===== config.mk =====
export PLATFORM = sky130hd
export DESIGN_NAME = muldiv_unit
export DESIGN_NICKNAME = d
export VERILOG_FILES = /design/src/rtl/muldiv_unit.sv
export SDC_FILE = /design/constraint.sdc
export NUM_CORES = 1
export LEC_CHECK = 0
export ABC_AREA = 1
export BUFFER_PORTS_ARGS = -buffer_cell sky130_fd_sc_hd__clkbuf_2
export CORE_ASPECT_RATIO = 0.8
export CORE_MARGIN = 4
export CORE_UTILIZATION = 57
export DETAILED_ROUTE_END_ITERATION = 6
export PLACE_DENSITY = 0.85
export RECOVER_POWER = 100
export SETUP_SLACK_MARGIN = 0.2
export SLEW_MARGIN = 25
export SYNTH_ARGS = -nofsm -noshare
export SYNTH_HDL_FRONTEND = slang
export SYNTH_SLANG_ARGS = --single-unit

===== constraint.sdc =====
create_clock -name clk -period 6.05 [get_ports clk]
set_input_delay 1.21 -clock clk [delete_from_list [all_inputs] [get_ports clk]]
set_output_delay 1.21 -clock clk [all_outputs]
set_load 0.02 [all_outputs]

===== src/rtl/muldiv_unit.sv =====
// Iterative multiply/divide unit: one radix-2 step per clock.
// Shift-add multiply, restoring divide, sign fix-up on the last step.
module muldiv_unit #(
   parameter int DATA_WIDTH = 32
) (
   input  logic                  clk,
   input  logic                  rst,
   input  logic                  start,
   input  logic [1:0]            op,
   input  logic [DATA_WIDTH-1:0] operand_1,
   input  logic [DATA_WIDTH-1:0] operand_2,
   input  logic                  flush,
   output logic                  busy,
   output logic                  done,
   output logic [DATA_WIDTH-1:0] hi,
   output logic [DATA_WIDTH-1:0] lo
);

   localparam int W  = DATA_WIDTH;
   localparam int CW = $clog2(W + 1);

   typedef enum logic [1:0] {
      IDLE = 2'd0,
      CALC = 2'd1,
      DONE = 2'd2
   } state_t;

   state_t          state;
   logic [CW-1:0]   cnt;
   logic            is_div;
   logic            neg_res;
   logic            neg_rem;
   logic            div_zero;
   logic [W-1:0]    op1_raw;
   logic [W-1:0]    acc;
   logic [W-1:0]    sh;
   logic [W-1:0]    mag2;

   logic            sgn_op;
   logic            s1;
   logic            s2;
   logic [W-1:0]    mag1_in;
   logic [W-1:0]    mag2_in;

   logic [W:0]      sum;
   logic [W:0]      shifted;
   logic            ge;
   logic [W-1:0]    diff;
   logic [W-1:0]    acc_nxt;
   logic [W-1:0]    sh_nxt;
   logic [2*W-1:0]  prod;
   logic [W-1:0]    res_hi;
   logic [W-1:0]    res_lo;

   assign busy = (state == CALC);
   assign done = (state == DONE);

   // Operand magnitudes; op[0]=0 selects the signed variants.
   always_comb begin
      sgn_op  = ~op[0];
      s1      = sgn_op & operand_1[W-1];
      s2      = sgn_op & operand_2[W-1];
      mag1_in = s1 ? -operand_1 : operand_1;
      mag2_in = s2 ? -operand_2 : operand_2;
   end

   always_comb begin
      sum     = {1'b0, acc} + (sh[0] ? {1'b0, mag2} : '0);
      shifted = {acc, sh[W-1]};
      ge      = (shifted >= {1'b0, mag2});
      diff    = shifted[W-1:0] - mag2;
      if (is_div) begin
         acc_nxt = ge ? diff : shifted[W-1:0];
         sh_nxt  = {sh[W-2:0], ge};
      end else begin
         acc_nxt = sum[W:1];
         sh_nxt  = {sum[0], sh[W-1:1]};
      end
      prod = {acc_nxt, sh_nxt};
      if (neg_res) prod = -prod;
      res_hi = prod[2*W-1:W];
      res_lo = prod[W-1:0];
      if (is_div) begin
         // Divide by zero bypasses the datapath result entirely.
         if (div_zero) begin
            res_hi = op1_raw;
            res_lo = '1;
         end else begin
            res_hi = neg_rem ? -acc_nxt : acc_nxt;
            res_lo = neg_res ? -sh_nxt : sh_nxt;
         end
      end
   end

   always_ff @(posedge clk) begin
      if (rst) begin
         state    <= IDLE;
         cnt      <= '0;
         is_div   <= 1'b0;
         neg_res  <= 1'b0;
         neg_rem  <= 1'b0;
         div_zero <= 1'b0;
         op1_raw  <= '0;
         acc      <= '0;
         sh       <= '0;
         mag2     <= '0;
         hi       <= '0;
         lo       <= '0;
      end else if (flush) begin
         state <= IDLE;
      end else begin
         case (state)
            IDLE: begin
               if (start) begin
                  state    <= CALC;
                  cnt      <= '0;
                  is_div   <= op[1];
                  neg_res  <= s1 ^ s2;
                  neg_rem  <= s1;
                  div_zero <= (operand_2 == '0);
                  op1_raw  <= operand_1;
                  acc      <= '0;
                  sh       <= mag1_in;
                  mag2     <= mag2_in;
               end
            end
            CALC: begin
               acc <= acc_nxt;
               sh  <= sh_nxt;
               cnt <= cnt + CW'(1);
               if (cnt == CW'(W - 1)) begin
                  state <= DONE;
                  hi    <= res_hi;
                  lo    <= res_lo;
               end
            end
            DONE:    state <= IDLE;
            default: state <= IDLE;
         endcase
      end
   end

endmodule


Yosys cells after proc, flatten, opt, wreduce, memory -nomap -nowiden
Cells that the tools add are included.
W data, S select, Z words.
{"block": "totals", "register_bits": 204, "inputBits": 70, "output_inout_bits": 66, "word_cells": 61}
{"block": "op_classes", "add_sub_neg": 8, "magnitude_cmp": 1, "eq_ne": 5, "muxes": 22, "bitwise_logic": 5, "n_reduce_logical": 8}
{"operator": "$mux W32", "count": 14}
{"operator": "$neg A32 Y32", "count": 4}
{"operator": "$pmux W32 S2", "count": 2}
{"operator": "$mux W64", "count": 1}
{"operator": "$neg A64 Y64", "count": 1}
{"operator": "$add A32 B32 Y33", "count": 1}
{"operator": "$ge A33 B32 Y1", "count": 1}
{"operator": "$logic_not A32 Y1", "count": 1}
{"operator": "$sub A32 B32 Y32", "count": 1}
{"operator": "$pmux W6 S2", "count": 1}
{"operator": "$reduce_and A3 Y1", "count": 3}
{"operator": "$add A6 B1 Y6 const B", "count": 1}
{"operator": "$eq A6 B5 Y1 const B", "count": 1}
{"operator": "$mux W6", "count": 1}
{"operator": "$mux W2", "count": 2}
{"operator": "$pmux W2 S2", "count": 1}
{"operator": "$and A1 B1 Y1", "count": 2}
{"operator": "$eq A2 B1 Y1 const B", "count": 1}
{"operator": "$eq A2 B2 Y1 const B", "count": 1}
{"operator": "$logic_not A2 Y1", "count": 1}
{"operator": "$ne A2 B1 Y1 const B", "count": 1}
{"operator": "$ne A2 B2 Y1 const B", "count": 1}
{"operator": "$not A1 Y1", "count": 2}
{"operator": "$reduce_and A2 Y1", "count": 1}
{"operator": "other kinds (3)", "count": 3}

Longest topological paths before layout
Gate-level depths: netlist of the first run.
{"block": "depth", "word_depth": 7, "depth_mapped": 33, "ltp_nobuf": 33}

Least setup slack after synthesis of the first run
OpenSTA, ideal clock, no wires.
{"block": "synth_path", "path_type": "flip-flop to flip-flop", "startpoint": "register mag2[28]", "endpoint": "register hi[22]", "setup_ns": 0.117, "t_arrival_ns": 3.349, "required_time_ns": 5.933, "slack_ns": 2.584, "stages_incl_launch_ff": 30, "n_path_buf": 0, "period_less_slack_ns": 3.466, "cell_sequence": "dfxtp_1 -> inv_1 -> ha_1 -> a21oi_1 -> nand2_1 -> a21oi_2 -> nand2_2 -> nor2_4 -> nand2_8 -> o21ai_2 -> ha_1 -> nand2_1 -> nor2_2 -> nand3_1 -> nor2_2 -> nand2_2 -> nor2_4 -> nand3_2 -> nor2_4 -> nand3_2 -> nor2_4 -> nand2_2 -> nand2_4 -> nand3_2 -> nor2_1 -> nor2_1 -> nand2_1 -> nand2_1 -> nor2_1 -> nor2_1"}
{"block": "synth_via", "elab_chain_len": 7, "word_cells_on_any_way": 10, "classes_between": "add/sub (2); order compare (1); mux (7)"}
{"element": "start, declared", "line": "37", "text": "logic [W-1:0] mag2;"}
{"element": "start signal, assigned", "line": "124", "text": "mag2 <= mag2_in;"}
{"element": "$ge A33 B32 Y1 (*)", "line": "70", "text": "ge = (shifted >= {1'b0, mag2});"}
{"element": "$mux W32", "line": "73", "text": "acc_nxt = ge ? diff : shifted[W-1:0];"}
{"element": "$mux W32", "line": "72", "text": "if (is_div) begin"}
{"element": "$neg A32 Y32", "line": "89", "text": "res_hi = neg_rem ? -acc_nxt : acc_nxt;"}
{"element": "$mux W32", "line": "89"}
{"element": "$mux W32", "line": "85", "text": "if (div_zero) begin"}
{"element": "$mux W32 (*)", "line": "83", "text": "if (is_div) begin"}
{"element": "end signal, assigned", "line": "133", "text": "hi <= res_hi;"}
{"element": "end, declared", "line": "15", "text": "output logic [DATA_WIDTH-1:0] hi,"}
Every way passes the cells marked *; elsewhere a longest branch is shown, timed or not.
A chain may end at the register's enable or synchronous reset.

==> results of run 1 <==
==> worst reg2reg max path: cells and delay by family (launching register included) <==
family / cells / cell delay (ns)
fa+ha+maj: 2 / 0.65
flops: 1 / 0.36
simple gates: 22 / 3.41
compound gates: 1 / 0.54
buf+inv: 4 / 0.26
==> routing by layer <==
metal | vias to the layer above | share of wire | wire length (um) | GRT usage
met3 | 265 | 0.18 | 14600 | 0.189
met1 | 10300 | 0.41 | 33700 | 0.634
met5 | - | 0.0028 | 224 | 0.0372
li1 | 10300 | - | - | -
met4 | 8 | 0.037 | 3010 | 0.129
met2 | 1709 | 0.37 | 29700 | 0.579
==> flip-flops by register name, summed over array words and instances, names as in the netlist <==
| register | count |
|---|---|
| hi | 32 |
| lo | 32 |
| state | 2 |
| neg_rem | 1 |
| mag2 | 32 |
| neg_res | 1 |
| sh | 32 |
| acc | 32 |
| op1_raw | 32 |
| div_zero | 1 |
| is_div | 1 |
| cnt | 6 |
==> power groups by stage <==
stage | Combinational, mW | Clock (mW) | Sequential (mW)
after floorplan | 0.855 | 0 | 1.44
after global placement | 1.23 | 0 | 1.46
after detailed placement | 1.23 | 0 | 1.46
after CTS | 1.24 | 1.60 | 1.43
after global routing | 1.38 | 1.66 | 1.44
final | 1.30 | 1.62 | 1.44
==> placed cells by master (no fill, tap or decap), drive strengths merged, types with 7 or more instances in the layout <==
| cell type | netlist | routed |
|---|---|---|
| a21oi | 186 | 186 |
| ha | 69 | 69 |
| o211ai | 13 | 13 |
| clkinv | 7 | 14 |
| dfxtp | 204 | 204 |
| nand2 | 872 | 872 |
| nand3b | 11 | 11 |
| nand4 | 28 | 28 |
| inv | 480 | 480 |
| o21bai | 8 | 8 |
| o32ai | 17 | 17 |
| nor4 | 7 | 7 |
| nor3 | 44 | 44 |
| xor2 | 73 | 73 |
| a31oi | 15 | 15 |
| clkbuf | 80 | 172 |
| nand3 | 292 | 292 |
| buf | 40 | 18 |
| or2 | 14 | 14 |
| nor2 | 361 | 361 |
| o21ai | 242 | 242 |
| xnor2 | 26 | 26 |
| and2 | 7 | 7 |
| o221ai | 21 | 21 |
| o22ai | 9 | 9 |
==> cells by family (layout without fill, tap and decap cells) <==
kind of cell / Yosys count / in the layout / synth area share
simple gates: 1641 / 1641 / 0.390
buf+inv: 607 / 691 / 0.130
compound gates: 531 / 531 / 0.163
flops: 204 / 204 / 0.221
xor+xnor: 99 / 99 / 0.0470
fa+ha+maj: 71 / 71 / 0.0490
other cells: 0 / 1 / 0
==> cells in the mapped netlist, drive strengths merged <==
cell type / number
xnor2: 26
clkbuf: 80
xor2: 73
o22ai: 9
nand2b: 1
nand2: 872
nand3: 292
nand3b: 11
o21bai: 8
a221oi: 4
nor3b: 1
o221ai: 21
a21oi: 186
inv: 480
a22oi: 6
or2: 14
dfxtp: 204
and3: 3
o31ai: 3
nor2: 361
o21ai: 242
and2: 7
fa: 2
o2bb2ai: 1
clkinv: 7
nor4: 7
ha: 69
o211ai: 13
o32ai: 17
o41ai: 2
a211oi: 3
o21a: 1
nor3: 44
buf: 40
a31oi: 15
nand4: 28
==> stage by stage <==
stage,instance area (um^2),utilization,total power [mW],hold WS (ns)
floorplan,18400,-,2.29,0.414
global placement,19300,0.609,2.69,0.435
detailed placement,19300,0.609,2.70,0.436
CTS,20100,0.636,4.28,0.452
global route,20000,0.632,4.48,0.466
finish,20000,0.632,4.36,0.457
==> cell type report <==
class                      count  area, um^2
multi-input combinational   2342       11900
antenna                        1        2.50
fill                        3054       11700
tap                          420         526
timing repair buffer         160         753
sequential                   204        4090
inverter                     487        1830
clock buffer                  30         663
clock inverter                14         190
==> final timing paths <==
kind	end	from
setup / recovery	acc[13]$_SDFFE_PP0P_	rst
hold / removal	op1_raw[9]$_SDFFE_PP0P_	op1_raw[9]$_SDFFE_PP0P_
setup reg to reg	hi[28]$_SDFFE_PP0P_	mag2[8]$_SDFFE_PP0P_
hold reg to reg	op1_raw[9]$_SDFFE_PP0P_	op1_raw[9]$_SDFFE_PP0P_
==> flow_summary_export.csv, run 1 <==
group,metric,value,unit
die,chipHeight,169,um
placement,dp_slack,1.38,ns
clocking,cts-root-buf,"clkbuf_16",
grt,antenna_found_initial,4,
worst_setup_path,worst-path-buf-inv,3,
yosys,ys_ff_latch,204,
layout,syn2layout_area_growth,8.36,%
clocking,ctsHoldBuffers,0,
routing,ant_nets,0,
yosys,post_synth.cell_area_avg,5.85,um^2
worst_setup_path,crit_cells,5,
timing,relSlewSlack,-1.10,
worst_setup_path,cp_data_required_time,6.45,ns
status,status,"complete, but fails checks",
worst_setup_path,arrival,5.93,ns
grt,grt-ovfl-total,0,
power_and_ir_drop,p_switching,1.67,mW
clocking,tritoncts,"built",
die,core_area,31600,um^2
yosys,ys_seq_area_frac,0.221,
timing,final_max_slew_viol_count,360,
yosys,netlist_instances,3153,
power_and_ir_drop,sequentialPowerShare,0.330,
worst_setup_path,critPathLaunchType,"input port",
power_and_ir_drop,peakVddDrop,231,uV
clocking,path_clk_slew,0.07,ns
die,ioPinCount,136,
clocking,cts_buffer_depth,3,
yosys,synthesis.area,18400,um^2
routing,drcViolationCount,1,
grt,grt_max_degree,73,
clocking,h-tree-depth,1,
routing,drtIter0Drc,3690,
timing,fin_ws,0.522,ns
timing,min_period_over_period,0.914,
power_and_ir_drop,comb_power_share,0.299,
yosys,yosysTopAreaCellShare,0.221,
yosys,synth_area_leaders,"dfxtp_1, nand2_1, inv_1",
power_and_ir_drop,p_leak,10.1,nW
clocking,postCtsSetupRepairBufs,0,
routing,wl_per_cell,22.2,um
timing,setup_viol,0,
timing,tightest_slew,3.15,ns
die,num_rows,58,
clocking,numCtsBuffers,24,
power_and_ir_drop,swShare,0.384,
grt,grt_pass1_vias,20300,
timing,fin_skew,0.0159,ns
timing,rsz0062_at_grt,"false",
layout,stdcell_count,3658,
worst_setup_path,worstPathCellList,"clkbuf_2, clkinvlp_2, clkbuf_1, nand3_1, o21ai_0",
yosys,syn_nets,3294,
timing,finalHoldViolations,0,
routing,viasPerCell,6.16,
clocking,cts.sinks,204,
routing,routed_wl,81300,um
worst_setup_path,cp_max_fo,55,
grt,grt_pass1_wl,121000,um
yosys,synth_cell_types,54,
worst_setup_path,cp_slowest_cell,"clkbuf_1",
placement,gp_congestion,1.08,
clocking,clk_latency,0.56,ns
worst_setup_path,cp_slowest_stage_delay,2.28,ns
worst_setup_path,r2r_setup_slack,0.73,ns
worst_setup_path,crit_type,"in2reg",
layout,final_nets,3360,
worst_setup_path,cp-end-kind,"flop",
timing,tns,0,ns
power_and_ir_drop,p_int,2.69,mW
hold_path,holdPathStages,2,
timing,max_freq,181,MHz
timing,period_minus_slack,5.53,ns
yosys,synth_warnings,0,
die,fp.dieW,209,um
worst_setup_path,critPathTopFamily,"buffers and inverters",
grt,track_usage,0.438,
placement,io_buffers,135,
placement,hpwl,63700,um
power_and_ir_drop,power_density,218,nW/um^2
clocking,cts_resized,0,
placement,dp.cells,3613,
flow_run,maxCapViolations,9,
yosys,synth_top_area_cell,"dfxtp_1",
status,failed_checks,"design-rule violations, max-capacitance violations, max-slew violations",
power_and_ir_drop,pwr-share-clk,0.372,
hold_path,hold_class,"reg2reg",
die,start_util,0.583,
die,die_area,35300,um^2
routing,drtPass1Iterations,7,
layout,drive_above_1_share,0.0806,
worst_setup_path,reg2reg_depth,29,
routing,vias,22500,
(Power assumes the default switching activity.)
==> inputs of run 2 (changes only) <==
--- a/config.mk
+++ b/config.mk
@@ -7,11 +7,13 @@
 export LEC_CHECK = 0
 export ABC_AREA = 1
 export BUFFER_PORTS_ARGS = -buffer_cell sky130_fd_sc_hd__clkbuf_2
+export CELL_PAD_IN_SITES_DETAIL_PLACEMENT = 1
+export CELL_PAD_IN_SITES_GLOBAL_PLACEMENT = 2
 export CORE_ASPECT_RATIO = 0.8
 export CORE_MARGIN = 4
-export CORE_UTILIZATION = 57
+export CORE_UTILIZATION = 35
 export DETAILED_ROUTE_END_ITERATION = 6
-export PLACE_DENSITY = 0.85
+export PLACE_DENSITY_LB_ADDON = 0.1
 export RECOVER_POWER = 100
 export SETUP_SLACK_MARGIN = 0.2
 export SLEW_MARGIN = 25
==> flow_summary_export.csv, run 2 (same netlist as run 1, synthesis figures left out) <==
group,metric,value,unit
status,status,"complete, but fails checks",
status,failed_checks,"max-capacitance violations, max-slew violations",
worst_setup_path,crit_type,"in2reg",
routing,routed_wl,97600,um
layout,fillers,7071,
timing,finalHoldViolations,0,
layout,final_common_cell,"nand2_1",
worst_setup_path,cp_slowest_cell,"clkbuf_1",
power_and_ir_drop,power_density,231,nW/um^2
routing,ant_nets,0,
die,start_util,0.358,
power_and_ir_drop,peakVddDrop,210,uV
die,num_rows,74,
hold_path,hold_end,"op1_raw[20]$_SDFFE_PP0P_",
worst_setup_path,cp_data_required_time,6.39,ns
timing,fin_skew,0.0380,ns
clocking,path_clk_slew,0.07,ns
die,ioPinCount,136,
grt,grt_pass1_vias,21700,
grt,grt_pass1_wl,143000,um
routing,viasPerCell,5.66,
clocking,ctsHoldBuffers,0,
die,core_area,51600,um^2
layout,final_nets,3369,
routing,drcViolationCount,0,
timing,relSlewSlack,-0.903,
routing,drtPass1Iterations,5,
hold_path,hold_start,"op1_raw[20]$_SDFFE_PP0P_",
clocking,clk_latency,0.61,ns
hold_path,holdPathStages,2,
worst_setup_path,cp-end-kind,"flop",
worst_setup_path,r2r_setup_slack,0.74,ns
worst_setup_path,cp_slowest_stage_delay,1.54,ns
layout,drive_above_1_share,0.0880,
routing,wl_per_cell,24.8,um
routing,vias,22300,
timing,setup_viol,0,
power_and_ir_drop,total_power,4.75,mW
routing,drtIter0Drc,2117,
flow_run,maxCapViolations,6,
power_and_ir_drop,p_leak,10.2,nW
worst_setup_path,crit_cells,5,
clocking,cts_resized,0,
clocking,cts-root-buf,"clkbuf_16",
worst_setup_path,r2r-start,"state[0]$_SDFFE_PP0P_",
placement,gp_congestion,0.981,
clocking,cts_buffer_depth,3,
die,chipHeight,213,um
clocking,postCtsSetupRepairBufs,0,
clocking,cts.sinks,204,
grt,antenna_found_initial,3,
worst_setup_path,critPathLaunchType,"input port",
worst_setup_path,worstPathCellList,"clkbuf_1, inv_4, nand2_1, clkbuf_1, o21ai_0",
hold_path,hold_class,"reg2reg",
placement,hpwl,77300,um
layout,layout_common_cells,"nand2_1, inv_1, nor2_1",
layout,syn2layout_area_growth,11.6,%
grt,grt-ovfl-total,0,
worst_setup_path,cp_max_fo,78,
clocking,tritoncts,"built",
clocking,h-tree-depth,1,
timing,max_freq,179,MHz
timing,final_max_slew_viol_count,211,
grt,track_usage,0.334,
die,fp.dieW,265,um
layout,fin_util,0.399,
layout,insertedDiodeCount,0,
timing,min_period_over_period,0.921,
layout,regArea,4090,um^2
timing,tightest_slew,2.85,ns
placement,io_buffers,135,
timing,rsz0062_at_grt,"false",
clocking,numCtsBuffers,28,
grt,grt_max_degree,79,
timing,period_minus_slack,5.57,ns
worst_setup_path,worst-path-buf-inv,3,
worst_setup_path,critPathTopFamily,"buffers and inverters",
layout,multi_input_area,12000,um^2
timing,tns,0,ns
worst_setup_path,reg2reg_depth,11,
worst_setup_path,cp_common_cell,"clkbuf_1",
worst_setup_path,arrival,5.91,ns
die,die_area,56500,um^2
worst_setup_path,r2r-end,"hi[7]$_SDFFE_PP0P_",
## run 2: cell count changes in the layout (fill, tap and decap cells not counted), sizes merged
| cell | before | now |
|---|---|---|
| buf | 18 | 23 |
| bufinv | 4 | 7 |
| clkbuf | 172 | 176 |
| diode | 1 | 0 |
## run 2: how the worst max path moves through the flow
stage | from | endpoint | slack (ns)
after floorplan | mag2[28]$_SDFFE_PP0P_ | hi[22]$_SDFFE_PP0P_ | 2.58
after global routing | mag2[7]$_SDFFE_PP0P_ | hi[28]$_SDFFE_PP0P_ | 0.35
after CTS | sh[0]$_SDFFE_PP0P_ | hi[29]$_SDFFE_PP0P_ | 1.05
after global placement | sh[0]$_SDFFE_PP0P_ | hi[29]$_SDFFE_PP0P_ | 1.15
final | rst | acc[14]$_SDFFE_PP0P_ | 0.48
after detailed placement | sh[0]$_SDFFE_PP0P_ | hi[29]$_SDFFE_PP0P_ | 1.09
## run 2: tightest hold or removal path, stage by stage, from the launching register on
cell and delay, ns:
dfxtp_1 0.30, inv_1 0.06, a21oi_1 0.06
## run 2: metrics by stage
step | cell area [um^2] | setup slack (ns) | std cells | hold WS (ns)
after floorplan | 18400 | 2.58 | 3153 | 0.414
after global placement | 19700 | 1.15 | 3882 | 0.449
after detailed placement | 19700 | 1.09 | 3882 | 0.457
after CTS | 20700 | 1.05 | 3933 | 0.465
after global routing | 20600 | 0.354 | 3933 | 0.483
final | 20600 | 0.478 | 3933 | 0.467
## run 2: area by class of cell
class | count | share of cell area
inverters | 487 | 0.0890
clock inverters | 17 | 0.0142
flip-flops and latches | 204 | 0.199
well taps | 684 | 0.0416
clock buffers | 34 | 0.0371
multi-input cells | 2342 | 0.581
repair buffers | 165 | 0.0384
## run 2: per-layer routing
layer,global-route usage,vias up,share of wire
li1,-,10300,-
met1,0.529,11000,0.50
met2,0.463,910,0.39
met3,0.0748,92,0.10
met4,0.0519,2,0.016
met5,0,-,0.00013
## run 2: power by group
group          internal [mW]  switching (mW)  leakage, nW
registers               1.39          0.0500         1.66
logic                  0.351            1.00         8.06
clock network           1.20           0.755        0.510
